==> src/rtl/cube_counter.sv <==
// Two-button debounced cube counter driving the 7-bit cube_num bus.
// Define CUBE_CNT_WRAP_EN for wrap-around at the bounds; default build saturates.

module cube_counter_btn #(
    parameter int DEBOUNCE_CYCLES = 1_000_000
) (
    input  logic clk,
    input  logic rst,
    input  logic i_btn,
    output logic o_press
);
    localparam int CW = $clog2(DEBOUNCE_CYCLES + 1);

    logic [1:0]    r_sync;
    logic          r_stable;
    logic          r_stable_prev;
    logic [CW-1:0] r_cnt;
    logic          w_sync;

    assign w_sync = r_sync[1];

    always_ff @(posedge clk or negedge rst) begin
        if (!rst) begin
            r_sync        <= '0;
            r_stable      <= 1'b0;
            r_stable_prev <= 1'b0;
            r_cnt         <= '0;
        end else begin
            r_sync        <= {r_sync[0], i_btn};
            r_stable_prev <= r_stable;
            // Any cycle that agrees with the accepted level restarts the qualification window.
            if (w_sync != r_stable) begin
                if (r_cnt == CW'(DEBOUNCE_CYCLES - 1)) begin
                    r_stable <= w_sync;
                    r_cnt    <= '0;
                end else begin
                    r_cnt <= r_cnt + 1'b1;
                end
            end else begin
                r_cnt <= '0;
            end
        end
    end

    assign o_press = r_stable & ~r_stable_prev;
endmodule

module cube_counter #(
    parameter int DEBOUNCE_CYCLES = 1_000_000,
    parameter int MAX_CUBES       = 99
) (
    input  logic       clk,
    input  logic       rst,
    input  logic       btn_add,
    input  logic       btn_sub,
    input  logic       clr,
    output logic [6:0] cube_num,
    output logic       cnt_event,
    output logic       at_max
);
    localparam logic [6:0] MAX_VAL = 7'(MAX_CUBES);

    logic       w_add;
    logic       w_sub;
    logic [6:0] w_next;
    logic       w_event;
    logic [6:0] r_cube_num;
    logic       r_cnt_event;

    cube_counter_btn #(.DEBOUNCE_CYCLES(DEBOUNCE_CYCLES)) u_add (
        .clk     (clk),
        .rst     (rst),
        .i_btn   (btn_add),
        .o_press (w_add)
    );

    cube_counter_btn #(.DEBOUNCE_CYCLES(DEBOUNCE_CYCLES)) u_sub (
        .clk     (clk),
        .rst     (rst),
        .i_btn   (btn_sub),
        .o_press (w_sub)
    );

    always_comb begin
        w_next  = r_cube_num;
        w_event = 1'b0;
        if (clr) begin
            w_next  = '0;
            w_event = (r_cube_num != 7'd0);
        end else if (w_add && w_sub) begin
            w_next = r_cube_num;
        end else if (w_add) begin
            if (r_cube_num < MAX_VAL) begin
                w_next  = r_cube_num + 7'd1;
                w_event = 1'b1;
            end else begin
`ifdef CUBE_CNT_WRAP_EN
                w_next  = '0;
                w_event = 1'b1;
`else
                w_next  = r_cube_num;
`endif
            end
        end else if (w_sub) begin
            if (r_cube_num != 7'd0) begin
                w_next  = r_cube_num - 7'd1;
                w_event = 1'b1;
            end else begin
`ifdef CUBE_CNT_WRAP_EN
                w_next  = MAX_VAL;
                w_event = 1'b1;
`else
                w_next  = r_cube_num;
`endif
            end
        end
    end

    always_ff @(posedge clk or negedge rst) begin
        if (!rst) begin
            r_cube_num  <= '0;
            r_cnt_event <= 1'b0;
        end else begin
            r_cube_num  <= w_next;
            r_cnt_event <= w_event;
        end
    end

    assign cube_num  = r_cube_num;
    assign cnt_event = r_cnt_event;
    assign at_max    = (r_cube_num == MAX_VAL);
endmodule

==> config.mk <==
export PLATFORM = sky130hd
export DESIGN_NAME = cube_counter
export DESIGN_NICKNAME = d
export VERILOG_FILES = /design/src/rtl/cube_counter.sv
export SDC_FILE = /design/constraint.sdc
export NUM_CORES = 1
export LEC_CHECK = 0
export CORE_MARGIN = 2
export CORE_UTILIZATION = 40
export DETAILED_ROUTE_END_ITERATION = 8
export HOLD_SLACK_MARGIN = 0.03
export SYNTH_ARGS = -nofsm -noshare
export SYNTH_HDL_FRONTEND = slang
export SYNTH_HIERARCHICAL = 1
export SYNTH_SLANG_ARGS = --single-unit
==> constraint.sdc <==
create_clock -name clk -period 2.7 [get_ports clk]
set_clock_uncertainty 0.1 [all_clocks]
set_input_delay 0.54 -clock clk [delete_from_list [all_inputs] [get_ports clk]]
set_output_delay 0.54 -clock clk [all_outputs]
set_load 0.02 [all_outputs]
==> flow_metrics.env <==
export IMPL_max_slew_margin=0.530
export IMPL_floorplan_initialDensity=0.409
export IMPL_worst_path_max_fanout=5
export IMPL_dr_pass1_iters=4
export IMPL_globalRouteTotalUtil=0.149
export IMPL_routedWlPerCell_um=13.9
export IMPL_synthMuxAreaShare=0.00763
export IMPL_ios=14
export IMPL_finalHoldViolCount=0
export IMPL_cts_root_buffer="sky130_fd_sc_hd__clkbuf_8"
export IMPL_antenna_left=0
export IMPL_cts_buffers=5
export IMPL_detailedPlacementHpwl_um=3860
export IMPL_dp_cells=394
export IMPL_power_leakage_uw=0.00137
export IMPL_mappedNetlistArea_um2=2950
export IMPL_yosys_area_share_xor_xnor=0.0861
export IMPL_first_global_vias=2153
export IMPL_endpoint_kind="output port"
export IMPL_synth_top_flop_cell="sky130_fd_sc_hd__dfrtp_1"
export IMPL_number_of_different_library_cells_in_the_post_synthesis_netlist=46
export IMPL_timing_worst_slew_pin_value_ns=0.705
export IMPL_area_growth_synth_to_final_pct=11.7
export IMPL_grt_ovfl_total=0
export IMPL_final_min_period_over_clock_period=0.952
export IMPL_synth_compound_gate_area_share=0.128
export IMPL_cts_post_setup_buffers_inserted=0
export IMPL_ff2ff_setup_slack_ns=0.42
export IMPL_cp_start_kind="flop"
export IMPL_final_layout_size_suffix_gt1_frac=0.0891
export IMPL_synth_adder_area_share=0.0365
export IMPL_cts_path_max_buffers=2
export IMPL_fin_setup_tns_ns=0
export IMPL_tritoncts="yes"
export IMPL_post_synth_cell_area_avg_um2=10.3
export IMPL_hold_path_class="in -> async"
export IMPL_synth_yosys_seq_area_share=0.475
export IMPL_diodes=0
export IMPL_stdcell_count=402
export IMPL_yosys_register_bits=56
export IMPL_cpMaxStageDelayCell="sky130_fd_sc_hd__clkdlybuf4s50_1"
export IMPL_crit_path_max_incr_delay_ns=0.60
export IMPL_worstSkewPairLatency_ns=0.31
export IMPL_numPortBuffers=13
export IMPL_post_synth_and_or_nand_nor_area_fraction=0.246
export IMPL_numClockSinks=56
export IMPL_crit_required_ns=2.06
export IMPL_ys_warnings_count=6
export IMPL_power_density_nw_per_um2=444
export IMPL_detailedRoute_firstIterationViolations=126
export IMPL_critPathKind="reg -> out"
export IMPL_synth_top_family_by_area="simple AND/OR/NAND/NOR gates"
export IMPL_globalplace_congestion=0.796
export IMPL_core_rowCount=31
export IMPL_slew_violations=0
export IMPL_synth_fp_nets=299
export IMPL_ys_async_sr_fraction=1.00
export IMPL_die_area_um2=8080
export IMPL_cts_max_level=2
export IMPL_max_clock_freq_ghz=0.389
export IMPL_grt_antenna_before_repair=0
export IMPL_critical_path_top_delay_family="buffers and inverters"
export IMPL_viasPerCell=5.41
export IMPL_layout_nets=315
export IMPL_grt_start_max_net_pins=57
export IMPL_final_fill_count=701
export IMPL_ctsResizeCount=0
export IMPL_shortest_period_the_worst_path_allows_ns=2.57
export IMPL_dieWidth_um=89.9
export IMPL_crit_chain="or3_1 > nor2_1 > clkdlybuf4s50_1"
export IMPL_final_setup_viol_count=0
export IMPL_total_number_of_vias=2175
export IMPL_rsz0062_at_grt="no"
export IMPL_grt_pass1_wl_um=10100
export IMPL_core_area_um2=7210
export IMPL_height_of_the_chip_um=89.9
export IMPL_syn_instance_count=286
export IMPL_critical_path_n_buffers_inverters=1
export IMPL_number_of_enable_type_register_cells_in_the_synthesized_netlist=0
export IMPL_post_layout_total_power_uw=1460
export IMPL_drv_max_cap_violation_count=0
export IMPL_wirelength_um=5580
export IMPL_worst_endpoint_arrival_ns=1.93
export IMPL_clock_pin_slew_on_the_worst_setup_and_hold_paths_ns=0.11
export IMPL_irDropWorstVdd_mv=0.216
export IMPL_run_status="complete, no violations"
export IMPL_remaining_drc_errors=0
export IMPL_cts_hold_buffers=0
cell usage after synthesis (2+ instances only):
cell type                  number  share of area
sky130_fd_sc_hd__inv_1          5         0.0064
sky130_fd_sc_hd__and4_1         8          0.024
sky130_fd_sc_hd__mux2_2         2         0.0076
sky130_fd_sc_hd__nand3_1       17          0.029
sky130_fd_sc_hd__nor2_1        32          0.041
sky130_fd_sc_hd__xnor2_1       12          0.036
sky130_fd_sc_hd__nor4_1         4         0.0085
sky130_fd_sc_hd__xor2_1        17          0.050
sky130_fd_sc_hd__nand3_4        2          0.012
sky130_fd_sc_hd__o22ai_1        2         0.0042
sky130_fd_sc_hd__nor3_1         2         0.0034
sky130_fd_sc_hd__nand2_1       21          0.027
sky130_fd_sc_hd__o21ai_0       10          0.017
sky130_fd_sc_hd__ha_1           7          0.030
sky130_fd_sc_hd__nand4_1        3         0.0064
sky130_fd_sc_hd__and3_1         9          0.019
sky130_fd_sc_hd__nor4b_1        4          0.012
sky130_fd_sc_hd__nand4b_1       2         0.0059
sky130_fd_sc_hd__dfrtp_1       56           0.47
sky130_fd_sc_hd__buf_2          6          0.010
sky130_fd_sc_hd__nor2b_1        4         0.0085
sky130_fd_sc_hd__a21oi_1       17          0.029
sky130_fd_sc_hd__o31ai_1        4          0.010
sky130_fd_sc_hd__or3_1         11          0.023
sky130_fd_sc_hd__o21ai_1        2         0.0034
sky130_fd_sc_hd__o41ai_4        2          0.019
sky130_fd_sc_hd__or4_1          6          0.015
layout make-up:
class | instances | area, µm² | area share
multi-input combinational | 217 | 1490 | 0.451
sequential | 56 | 1400 | 0.425
tap | 99 | 124 | 0.0376
timing repair buffer | 17 | 155 | 0.0471
clock buffer | 5 | 68.8 | 0.0209
inverter | 5 | 18.8 | 0.00569
clock inverter | 3 | 42.5 | 0.0129
final timing paths:
| kind | startpoint | end | depth (start not counted) |
|---|---|---|---|
| max | cube_num[4]$_DFFE_PN0P_ | at_max | 3 |
| min | rst | u_sub/r_cnt[9]$_DFF_PN0_ | 2 |
| max reg2reg | u_add/r_stable$_DFFE_PN0P_ | cube_num[5]$_DFFE_PN0P_ | 8 |
| min reg2reg | u_add/r_sync[0]$_DFF_PN0_ | u_add/r_sync[1]$_DFF_PN0_ | 0 |
| max in group asynchronous | rst | u_add/r_cnt[4]$_DFF_PN0_ | 2 |
| min in group clk | u_add/r_sync[0]$_DFF_PN0_ | u_add/r_sync[1]$_DFF_PN0_ | 0 |
layout by cell type (no fill, tap or decap), drive strengths merged, types with 8 or more instances in the layout:
| master | instances |
|---|---|
| a21oi | 17 |
| and3 | 10 |
| and4 | 8 |
| clkdlybuf4s50 | 12 |
| dfrtp | 56 |
| nand2 | 22 |
| nand3 | 19 |
| nor2 | 32 |
| o21ai | 13 |
| or3 | 11 |
| xnor2 | 12 |
| xor2 | 17 |
registers in the layout, indices dropped and copies added (netlist names):
signal and flops:
u_sub/r_stable_prev 1, cube_num 7, u_sub/r_sync 2, u_sub/r_cnt 20, u_sub/r_stable 1, u_add/r_stable 1, u_add/r_sync 2, u_add/r_cnt 20
cnt_event 1, u_add/r_stable_prev 1
kinds of logic after synthesis:
family	Yosys count
muxes	2
and+or+nand+nor	128
xor gates and xnor gates	29
adders and majority gates	8
DFF	56
AOI/OAI and AO/OA	50
buffers and inverters	13
stage by stage:
stage / hold slack, ns / area [µm²] / setup WS, ns / util
2_1_floorplan: 0.144 / 2950 / 0.630 / -
4_1_cts: 0.252 / 3300 / 0.118 / 0.457
5_1_grt: 0.262 / 3300 / 0.0544 / 0.457
6_report: 0.251 / 3300 / 0.130 / 0.457
3_5_place_dp: 0.235 / 3180 / 0.425 / 0.441
3_3_place_gp: 0.234 / 3180 / 0.493 / 0.441
routing by layer:
metal | up-vias | track usage | wire (µm)
met5 | - | 0 | 0
met4 | 0 | 0.0372 | 31
met3 | 2 | 0.0285 | 155
met2 | 28 | 0.246 | 2650
met1 | 1073 | 0.204 | 2750
li1 | 1072 | - | -
where the power goes:
group          leakage [µW]  internal [µW]  switching [µW]
clock             0.0000541            275             278
sequential         0.000768            848            8.56
combinational      0.000549           18.6            36.2
(Power assumes the default switching activity.)
